## config.mk

```make
export PLATFORM = sky130hd
export DESIGN_NAME = nic_seq_ctrl_flat
export DESIGN_NICKNAME = d
export VERILOG_FILES = /design/src/rtl/nic_pkg.sv /design/src/rtl/nic_seq_ctrl_if.sv /design/src/rtl/nic_poll_timer.sv /design/src/rtl/nic_seq_ctrl.sv /design/src/flat_wrapper.sv
export SDC_FILE = /design/constraint.sdc
export NUM_CORES = 1
export LEC_CHECK = 0
export ABC_AREA = 1
export BUFFER_PORTS_ARGS = -buffer_cell sky130_fd_sc_hd__buf_2
export CORE_UTILIZATION = 30
export CTS_BUF_LIST = sky130_fd_sc_hd__clkbuf_8
export CTS_CLUSTER_DIAMETER = 200
export CTS_CLUSTER_SIZE = 28
export DETAILED_ROUTE_END_ITERATION = 10
export GPL_ROUTABILITY_DRIVEN = 0
export GPL_TIMING_DRIVEN = 0
export PLACE_DENSITY_LB_ADDON = 0.08
export SLEW_MARGIN = 0
export SYNTH_ARGS = -nofsm -noshare
export SYNTH_HDL_FRONTEND = slang
export SYNTH_HIERARCHICAL = 1
export SYNTH_SLANG_ARGS = --single-unit
```

## constraint.sdc

```tcl
create_clock -name clk -period 8 [get_ports clk]
set_input_delay 1.6 -clock clk [delete_from_list [all_inputs] [get_ports clk]]
set_output_delay 1.6 -clock clk [all_outputs]
set_load 0.03 [all_outputs]
```

## src/rtl/nic_pkg.sv

```systemverilog
// Shared NIC register-bus addresses, sequencer state encoding and arbitration side type.
package nic_pkg;

   localparam logic [1:0] NIC_ADDR_IN_BUF   = 2'b00;
   localparam logic [1:0] NIC_ADDR_IN_STAT  = 2'b01;
   localparam logic [1:0] NIC_ADDR_OUT_BUF  = 2'b10;
   localparam logic [1:0] NIC_ADDR_OUT_STAT = 2'b11;

   typedef enum logic [2:0] {
      IDLE,
      TX_POLL,
      TX_CHK,
      TX_WR,
      RX_POLL,
      RX_CHK,
      RX_RD,
      RX_CAP
   } seq_state_t;

   typedef enum logic {
      TX,
      RX
   } rr_side_t;

endpackage

```

## src/rtl/nic_seq_ctrl_if.sv

```systemverilog
// Core-side TX/RX streams plus the NIC register bus, bundled for the sequencer.
interface nic_seq_ctrl_if #(
   parameter int PACKET_WIDTH = 64
);
   logic                    tx_valid;
   logic                    tx_ready;
   logic [PACKET_WIDTH-1:0] tx_data;
   logic                    rx_valid;
   logic                    rx_ready;
   logic [PACKET_WIDTH-1:0] rx_data;
   logic [1:0]              nic_addr;
   logic                    nic_en;
   logic                    nic_en_wr;
   logic [PACKET_WIDTH-1:0] nic_d_in;
   logic [PACKET_WIDTH-1:0] nic_d_out;

   modport slave (
      input  tx_valid, tx_data, rx_ready, nic_d_out,
      output tx_ready, rx_valid, rx_data, nic_addr, nic_en, nic_en_wr, nic_d_in
   );

   modport master (
      output tx_valid, tx_data, rx_ready, nic_d_out,
      input  tx_ready, rx_valid, rx_data, nic_addr, nic_en, nic_en_wr, nic_d_in
   );
endinterface

```

## src/rtl/nic_poll_timer.sv

```systemverilog
// Down-counter pacing RX status polls: reload wins over decrement, saturates at zero.
module nic_poll_timer #(
   parameter int POLL_INTERVAL = 4
) (
   input  logic clk,
   input  logic reset,
   input  logic reload_i,
   input  logic dec_i,
   output logic zero_o
);
   localparam int             W      = $clog2(POLL_INTERVAL + 2);
   localparam logic [W-1:0]   RELOAD = W'(POLL_INTERVAL);

   logic [W-1:0] cnt_q, cnt_d;

   always_comb begin
      cnt_d = cnt_q;
      if (reload_i) begin
         cnt_d = RELOAD;
      end else if (dec_i && (cnt_q != '0)) begin
         cnt_d = cnt_q - W'(1);
      end
   end

   always_ff @(posedge clk or posedge reset) begin
      if (reset) begin
         cnt_q <= RELOAD;
      end else begin
         cnt_q <= cnt_d;
      end
   end

   assign zero_o = (cnt_q == '0);

endmodule

```

## src/rtl/nic_seq_ctrl.sv

```systemverilog
// Sequencer sharing the NIC register bus between TX poll-then-write and RX poll-then-read.
// Optional statistics counters are built when NIC_SEQ_STATS_EN is defined.
module nic_seq_ctrl
   import nic_pkg::*;
#(
   parameter int PACKET_WIDTH  = 64,
   parameter int POLL_INTERVAL = 4
) (
   input  logic          clk,
   input  logic          reset,
   nic_seq_ctrl_if.slave bus
`ifdef NIC_SEQ_STATS_EN
   ,
   output logic [15:0]   tx_sent_cnt,
   output logic [15:0]   rx_recv_cnt,
   output logic [15:0]   busy_retry_cnt
`endif
);

   seq_state_t              state_q, state_d;
   rr_side_t                rr_last_q, rr_last_d;
   logic [PACKET_WIDTH-1:0] hold_q, hold_d;
   logic                    rx_valid_q, rx_valid_d;
   logic [PACKET_WIDTH-1:0] rx_data_q, rx_data_d;

   logic       hold_full;
   logic       tx_accept;
   logic       rx_elig;
   logic       timer_zero;
   logic       timer_reload;
   logic       en_o, wr_o;
   logic [1:0] addr_o;

   // An all-zero packet is indistinguishable from "empty" at the NIC, so it never counts as full.
   assign hold_full = |hold_q;
   assign tx_accept = bus.tx_valid && !hold_full;
   assign rx_elig   = !rx_valid_q && timer_zero;

   nic_poll_timer #(
      .POLL_INTERVAL (POLL_INTERVAL)
   ) u_poll_timer (
      .clk      (clk),
      .reset    (reset),
      .reload_i (timer_reload),
      .dec_i    (!rx_valid_q),
      .zero_o   (timer_zero)
   );

   always_comb begin
      state_d      = state_q;
      rr_last_d    = rr_last_q;
      hold_d       = hold_q;
      rx_valid_d   = rx_valid_q;
      rx_data_d    = rx_data_q;
      en_o         = 1'b0;
      wr_o         = 1'b0;
      addr_o       = NIC_ADDR_IN_BUF;

      if (rx_valid_q && bus.rx_ready) begin
         rx_valid_d = 1'b0;
      end

      case (state_q)
         IDLE: begin
            if (hold_full && rx_elig) begin
               state_d = (rr_last_q == TX) ? RX_POLL : TX_POLL;
            end else if (hold_full) begin
               state_d = TX_POLL;
            end else if (rx_elig) begin
               state_d = RX_POLL;
            end
         end
         TX_POLL: begin
            en_o    = 1'b1;
            addr_o  = NIC_ADDR_OUT_STAT;
            state_d = TX_CHK;
         end
         TX_CHK: begin
            if (!bus.nic_d_out[0]) begin
               state_d = TX_WR;
            end else begin
               // Marking TX as last served lets a waiting RX win the next tie.
               rr_last_d = TX;
               state_d   = IDLE;
            end
         end
         TX_WR: begin
            en_o      = 1'b1;
            wr_o      = 1'b1;
            addr_o    = NIC_ADDR_OUT_BUF;
            hold_d    = '0;
            rr_last_d = TX;
            state_d   = IDLE;
         end
         RX_POLL: begin
            en_o    = 1'b1;
            addr_o  = NIC_ADDR_IN_STAT;
            state_d = RX_CHK;
         end
         RX_CHK: begin
            if (bus.nic_d_out[0]) begin
               state_d = RX_RD;
            end else begin
               rr_last_d = RX;
               state_d   = IDLE;
            end
         end
         RX_RD: begin
            en_o    = 1'b1;
            addr_o  = NIC_ADDR_IN_BUF;
            state_d = RX_CAP;
         end
         RX_CAP: begin
            if (|bus.nic_d_out) begin
               rx_data_d  = bus.nic_d_out;
               rx_valid_d = 1'b1;
            end
            rr_last_d = RX;
            state_d   = IDLE;
         end
         default: begin
            state_d = IDLE;
         end
      endcase

      if (tx_accept) begin
         hold_d = bus.tx_data;
      end
   end

   assign timer_reload = (state_d == RX_POLL) && (state_q != RX_POLL);

   always_ff @(posedge clk or posedge reset) begin
      if (reset) begin
         state_q    <= IDLE;
         rr_last_q  <= RX;
         hold_q     <= '0;
         rx_valid_q <= 1'b0;
         rx_data_q  <= '0;
      end else begin
         state_q    <= state_d;
         rr_last_q  <= rr_last_d;
         hold_q     <= hold_d;
         rx_valid_q <= rx_valid_d;
         rx_data_q  <= rx_data_d;
      end
   end

   assign bus.tx_ready  = !hold_full;
   assign bus.rx_valid  = rx_valid_q;
   assign bus.rx_data   = rx_data_q;
   assign bus.nic_en    = en_o;
   assign bus.nic_en_wr = wr_o;
   assign bus.nic_addr  = addr_o;
   assign bus.nic_d_in  = hold_q;

`ifdef NIC_SEQ_STATS_EN
   logic [15:0] tx_sent_q, rx_recv_q, busy_retry_q;

   always_ff @(posedge clk or posedge reset) begin
      if (reset) begin
         tx_sent_q    <= '0;
         rx_recv_q    <= '0;
         busy_retry_q <= '0;
      end else begin
         if (state_q == TX_WR) begin
            tx_sent_q <= tx_sent_q + 16'd1;
         end
         if ((state_q == RX_CAP) && (|bus.nic_d_out)) begin
            rx_recv_q <= rx_recv_q + 16'd1;
         end
         if ((state_q == TX_CHK) && bus.nic_d_out[0]) begin
            busy_retry_q <= busy_retry_q + 16'd1;
         end
      end
   end

   assign tx_sent_cnt    = tx_sent_q;
   assign rx_recv_cnt    = rx_recv_q;
   assign busy_retry_cnt = busy_retry_q;
`endif

endmodule

```

## src/flat_wrapper.sv

```systemverilog
// flat-port wrapper written by rule: the top's interface ports become plain ports
module nic_seq_ctrl_flat import nic_pkg::*;
#(
   parameter int PACKET_WIDTH  = 64,
   parameter int POLL_INTERVAL = 4
)
  (clk, reset, bus_tx_valid, bus_tx_data, bus_rx_ready, bus_nic_d_out, bus_tx_ready, bus_rx_valid, bus_rx_data, bus_nic_addr, bus_nic_en, bus_nic_en_wr, bus_nic_d_in);
  nic_seq_ctrl_if #(.PACKET_WIDTH(PACKET_WIDTH)) bus_i ();
  input  logic clk;
  input  logic reset;
  input wire logic [$bits(bus_i.tx_valid)-1:0] bus_tx_valid;
  input wire logic [$bits(bus_i.tx_data)-1:0] bus_tx_data;
  input wire logic [$bits(bus_i.rx_ready)-1:0] bus_rx_ready;
  input wire logic [$bits(bus_i.nic_d_out)-1:0] bus_nic_d_out;
  output wire logic [$bits(bus_i.tx_ready)-1:0] bus_tx_ready;
  output wire logic [$bits(bus_i.rx_valid)-1:0] bus_rx_valid;
  output wire logic [$bits(bus_i.rx_data)-1:0] bus_rx_data;
  output wire logic [$bits(bus_i.nic_addr)-1:0] bus_nic_addr;
  output wire logic [$bits(bus_i.nic_en)-1:0] bus_nic_en;
  output wire logic [$bits(bus_i.nic_en_wr)-1:0] bus_nic_en_wr;
  output wire logic [$bits(bus_i.nic_d_in)-1:0] bus_nic_d_in;
  assign bus_i.tx_valid = bus_tx_valid;
  assign bus_i.tx_data = bus_tx_data;
  assign bus_i.rx_ready = bus_rx_ready;
  assign bus_i.nic_d_out = bus_nic_d_out;
  assign bus_tx_ready = bus_i.tx_ready;
  assign bus_rx_valid = bus_i.rx_valid;
  assign bus_rx_data = bus_i.rx_data;
  assign bus_nic_addr = bus_i.nic_addr;
  assign bus_nic_en = bus_i.nic_en;
  assign bus_nic_en_wr = bus_i.nic_en_wr;
  assign bus_nic_d_in = bus_i.nic_d_in;
  nic_seq_ctrl #(.PACKET_WIDTH(PACKET_WIDTH), .POLL_INTERVAL(POLL_INTERVAL)) u_core (.clk(clk), .reset(reset), .bus(bus_i));
endmodule
```

Word-level counts from Yosys, hierarchy flattened
Index checks and enable logic that the tools add are counted.
{ "totals": {"register_bits": 136, "out_inout_bits": 134, "wordCells": 58} }
{ "classes": {"addsub": 1, "eq_ne": 11, "mux": 20, "reduce_logical": 20} }
{ "ops": {"columns": ["cell", "count"], "rows": [
  ["$mux W64", 2],
  ["$reduce_or A64 Y1", 2],
  ["$mux W3", 7],
  ["$pmux W3 S7", 1],
  ["$eq A3 B3 Y1 const B", 5],
  ["$mux W1", 7],
  ["$eq A3 B2 Y1 const B", 2],
  ["$logic_and A1 B1 Y1", 6],
  ["$logic_not A3 Y1", 2],
  ["$pmux W2 S3", 1],
  ["$ne A2 B2 Y1 const B", 2],
  ["$pmux W1 S4", 1],
  ["$reduce_bool A2 Y1", 2],
  ["$reduce_bool A4 Y1", 1],
  ["$reduce_or A4 Y1", 1],
  ["$eq A3 B1 Y1 const B", 1],
  ["$ne A3 B3 Y1 const B", 1],
  ["$reduce_and A3 Y1", 1],
  ["$reduce_bool A3 Y1", 1],
  ["$sub A3 B1 Y3 const B", 1],
  ["$logic_not A1 Y1", 2],
  ["$mux W2", 1],
  ["$reduce_and A2 Y1", 1],
  ["$reduce_or A2 Y1", 1]
]} }

Longest topological paths before layout
{ "depth": {"word_depth": 9, "depth_mapped": 12} }

Cells and area by module
Netlist, hierarchy kept.
{ "by_module_without_submodules": {"columns": ["module", "n_inst", "cells_each", "area_each_um2", "seq_area_each_um2"], "rows": [
  ["nic_seq_ctrl", 1, 726, 5911.9, 3329.4],
  ["nic_poll_timer", 1, 25, 186.4, 76.3]
]} }

Worst setup path before layout
Ideal clock, no wire load.
{ "synth_path": {"kind": "reg-to-output", "from": "register u_core.state_q[0]", "to": "output bus_nic_addr[0]", "arrival_ns": 1.369, "path_slack_ns": 5.031, "path_stages_with_launch": 6, "path_buffers": 1, "cell_sequence": "dfrtp_1 > buf_2 > inv_1 > nor2_1 > nand2_1 > nand2_1"} }
{ "synth_between": {"elab_chain_len": 2, "word_cells_on_any_way": 4, "cone_classes": "3 x eq/ne; 1 x mux"} }
{ "synth_rtl": {"columns": ["element", "line", "source"], "rows": [
  ["start, declared", "nic_seq_ctrl.sv:20", "seq_state_t state_q, state_d;"],
  ["start signal, assigned", "nic_seq_ctrl.sv:141", "state_q <= state_d;"],
  ["$eq A3 B3 Y1 (tied with other cells)", "nic_seq_ctrl.sv:63", "case (state_q)"],
  ["$pmux W2 S3 (*)", "nic_seq_ctrl.sv:63", null],
  ["end, declared", "flat_wrapper.sv:18", "output wire logic [$bits(bus_i.nic_addr)-1:0] bus_nic_addr;"]
]} }
Every way passes the cells marked *; elsewhere a longest branch is shown, timed or not.

Worst setup path in the final report
{ "layout_path": {"from": "register u_core.hold_q[47], in the netlist u_core/bus.nic_d_in[47]", "to": "output bus_tx_ready"} }
{ "layout_between": {"elab_chain_len": 2} }
{ "layout_rtl": {"columns": ["element", "line", "source"], "rows": [
  ["start, declared", "nic_seq_ctrl.sv:22", "logic [PACKET_WIDTH-1:0] hold_q, hold_d;"],
  ["start signal, assigned", "nic_seq_ctrl.sv:143", "hold_q <= hold_d;"],
  ["$reduce_or A64 Y1", "nic_seq_ctrl.sv:35", "assign hold_full = |hold_q;"],
  ["$logic_not A1 Y1", "nic_seq_ctrl.sv:149", "assign bus.tx_ready = !hold_full;"],
  ["end, declared", "flat_wrapper.sv:15", "output wire logic [$bits(bus_i.tx_ready)-1:0] bus_tx_ready;"]
]} }
Every way passes these cells.

==> metrics.yaml <==
clk_latency_ns: 0.44
place_hpwl_um: 13400
insertedDiodeCount: 0
synth_ff_type: "dfrtp_1"
hold_end: "u_core/bus.rx_data[1]$_DFFE_PP0P_"
numClockSinks: 136
number_of_setup_buffers_added_after_cts: 0
relative_slew_slack: 0.6042
critical_path.slowest_cell: "dfrtp_1"
hold_path.class: "register to register"
timing.critical_path.cells: "nor2_1, nand2_1, nor2_1, nand2_1, nor2_1, nand2_1, inv_1, buf_2"
postCtsResizedCells: 0
totalNegativeSetupSlack_ns: 0
seq_area_frac_synth: 0.5585
reg2reg_depth: 10
clock_tree.htree_level_count: 4
flow.area_growth_from_synthesis_pct: 33.85
fp.coreArea_um2: 19720
drt_wl_total_um: 18130
synth.avg_cell_area_um2: 8.120
final_antenna_net_count: 0
die_x_extent_um: 144.6
synth_area_leader_cell: "dfrtp_1"
number_of_antenna_violations_at_the_first_check_in_global_routing: 1
synth_cells: 751
critPathLaunchType: "register"
outcome: "finished, final reports clean"
leakagePower_nw: 4.827
clkSlewWorstSetupHoldPaths_ns: 0.07
grt_util_all_layers: 0.1781
rsz0062_at_grt: "false"
max_cap_viol_count: 0
timing.hold.worst.start: "u_core/bus.rx_data[1]$_DFFE_PP0P_"
clk_path_buf_depth: 2
reg2reg_slack_ns: 6.27
worst_setup_ep_type: "output pin"
yosys.area.top_type_share: 0.5499
warnings_from_yosys: 6
count_of_endpoints_failing_hold_in_the_final_timing_report: 0
global_route_wire_length_before_repair_um: 28590
crit_path_class: "register to output pin"
cts_buffers: 17
finClkSkew_ns: 0.01488
final.min_clock_period_ns: 3.394
netlist_area_um2: 6098
post-route-cell-area_um2: 8163
critical_path.max_stage_delay_ns: 0.40
port_buffers: 265
die_height_um: 144.6
postCtsHoldBufs: 0
fp.dieArea_um2: 20900
fillerInstances: 2112
routed_wl_per_cell_um: 13.81
power.density_nw_per_um2: 450.8
dpl_cell_area_um2: 7789
synth_top_cells_by_count: "311 x nand2_1, 141 x nand3_1, 134 x dfrtp_1"
finalMaxSlewViolations: 0
timing.rr.start: "u_core/bus.nic_d_in[47]$_DFFE_PP0P_"
critPathRequiredTime_ns: 6.40
tightestPinTransition_ns: 0.5938
hold-path-cell-count: 2
tritoncts: "done"
worst_ir_drop_vdd_mv: 0.1858
top_cells_by_area_in_the_synthesized_netlist: "dfrtp_1 55%, nand2_1 19%, nand3_1 12%"
timing.fmax_mhz: 294.7
grt_start_max_net_pins: 75
drt-pass1-iter-count: 4
root_buffer: "clkbuf_8"
ioPinCount: 266
timing.final.setup_violations: 0
post_drt_via_cell_ratio: 4.393
core.rowCount: 51
synth_cell_types: 21
yosys_register_bits: 136
post-synth-top-count-cell: "nand2_1"
postSynthNetCount: 885
drt_drc_violations_left: 0
grt-ovfl-total: 0
post-route-period-util: 0.4242
number_of_global_route_vias_before_repair: 5665
layout.nets: 1170
drive_above_1_share: 0.3216
starting_density: 0.3093
arrival_ns: 1.79
critical_path.max_fanout: 3
postSynth.asyncResetShare: 1.000
drtIter0Drc: 293
critical_path.reg2reg.endpoint: "u_core/bus.nic_d_in[38]$_DFFE_PP0P_"
synth_enable_flop_cells: 0
num_vias: 5768
==> layout make-up <==
type / count / area, µm² / area share
clock buffers: 19 / 261.5 / 0.03204
flip-flops and latches: 136 / 3406 / 0.4172
well taps: 265 / 331.6 / 0.04062
multi-input cells: 552 / 2295 / 0.2811
clock inverters: 12 / 112.6 / 0.01380
inverters: 21 / 85.08 / 0.01042
plain buffers: 42 / 317.8 / 0.03893
repair buffers: 266 / 1354 / 0.1658
==> routing by layer <==
| metal | global-route usage | wire [µm] | vias to the layer above |
|---|---|---|---|
| met3 | 0.06391 | 1612 | 16 |
| li1 | - | - | 2949 |
| met5 | 0 | 0 | - |
| met2 | 0.2778 | 8281 | 197 |
| met1 | 0.2272 | 7979 | 2606 |
| met4 | 0.06039 | 252 | 0 |
==> stage by stage <==
step | std cells | util | worst slack (ns) | total power (W) | hold slack (ns)
after floorplan | 751 | - | 2.847 | 0.002546 | 0.4616
after global placement | 1281 | 0.3934 | 0.7792 | 0.003159 | 0.4502
after detailed placement | 1282 | 0.3950 | 4.883 | 0.003171 | 0.4529
after CTS | 1313 | 0.4140 | 4.483 | 0.003745 | 0.4715
after global routing | 1313 | 0.4140 | 4.403 | 0.003987 | 0.4876
final | 1313 | 0.4140 | 4.606 | 0.003680 | 0.4660
==> flip-flops by register name (all words and copies together), names as in the netlist <==
register,cells
u_core/state_q,3
u_core/bus.rx_data,64
u_core/u_poll_timer/cnt_q,3
u_core/rr_last_q,1
u_core/bus.nic_d_in,64
u_core/bus.rx_valid,1
==> worst max path at each step <==
| stage | cells after the start | end | slack [ns] | startpoint |
|---|---|---|---|---|
| after CTS | 8 | bus_tx_ready | 4.48 | u_core/bus.nic_d_in[63]$_DFFE_PP0P_ |
| after global placement | 2 | u_core/bus.nic_d_in[50]$_DFFE_PP0P_ | 0.78 | reset |
| after floorplan | 1 | u_core/bus.nic_d_in[0]$_DFFE_PP0P_ | 2.85 | reset |
| after detailed placement | 11 | u_core/bus.rx_valid$_DFF_PP0_ | 4.88 | bus_nic_d_out[7] |
| after global routing | 8 | bus_tx_ready | 4.40 | u_core/bus.nic_d_in[47]$_DFFE_PP0P_ |
| final | 8 | bus_tx_ready | 4.61 | u_core/bus.nic_d_in[47]$_DFFE_PP0P_ |
==> worst max-delay path: cells and delay by family, from the launching register on <==
family | cells | cell delay [ns]
AND/OR/NAND/NOR | 6 | 0.71
flip-flops | 1 | 0.40
buffers and inverters | 2 | 0.25
==> logic make-up after synthesis <==
logic type,Yosys count,share of synthesized area
AOI/OAI and AO/OA,4,0.003488
adders and majority gates,2,0.004103
buffers and inverters,63,0.06524
DFF,136,0.5585
and+or+nand+nor,546,0.3687
==> placed cells by master (no fill, tap or decap), drive strengths merged <==
| cell type | Yosys | routed |
|---|---|---|
| nand2 | 311 | 311 |
| buf | 42 | 308 |
| nand3 | 141 | 141 |
| dfrtp | 134 | 134 |
| nor2 | 87 | 87 |
| inv | 20 | 24 |
| clkbuf | 0 | 19 |
| clkinv | 1 | 7 |
| nand4 | 4 | 4 |
| bufinv | 0 | 2 |
| o21ai | 2 | 2 |
| dfstp | 2 | 2 |
| ha | 2 | 2 |
| nor3 | 2 | 2 |
| a31oi | 1 | 1 |
| or2 | 1 | 1 |
| a21oi | 1 | 1 |
==> power by group <==
part           switching (W)  internal [W]  total, W
Clock               0.000267      0.000286  0.000554
Combinational        0.00134      0.000580   0.00192
Sequential          0.000195       0.00101   0.00120
No activity file was read; power rests on OpenSTA's default activity.
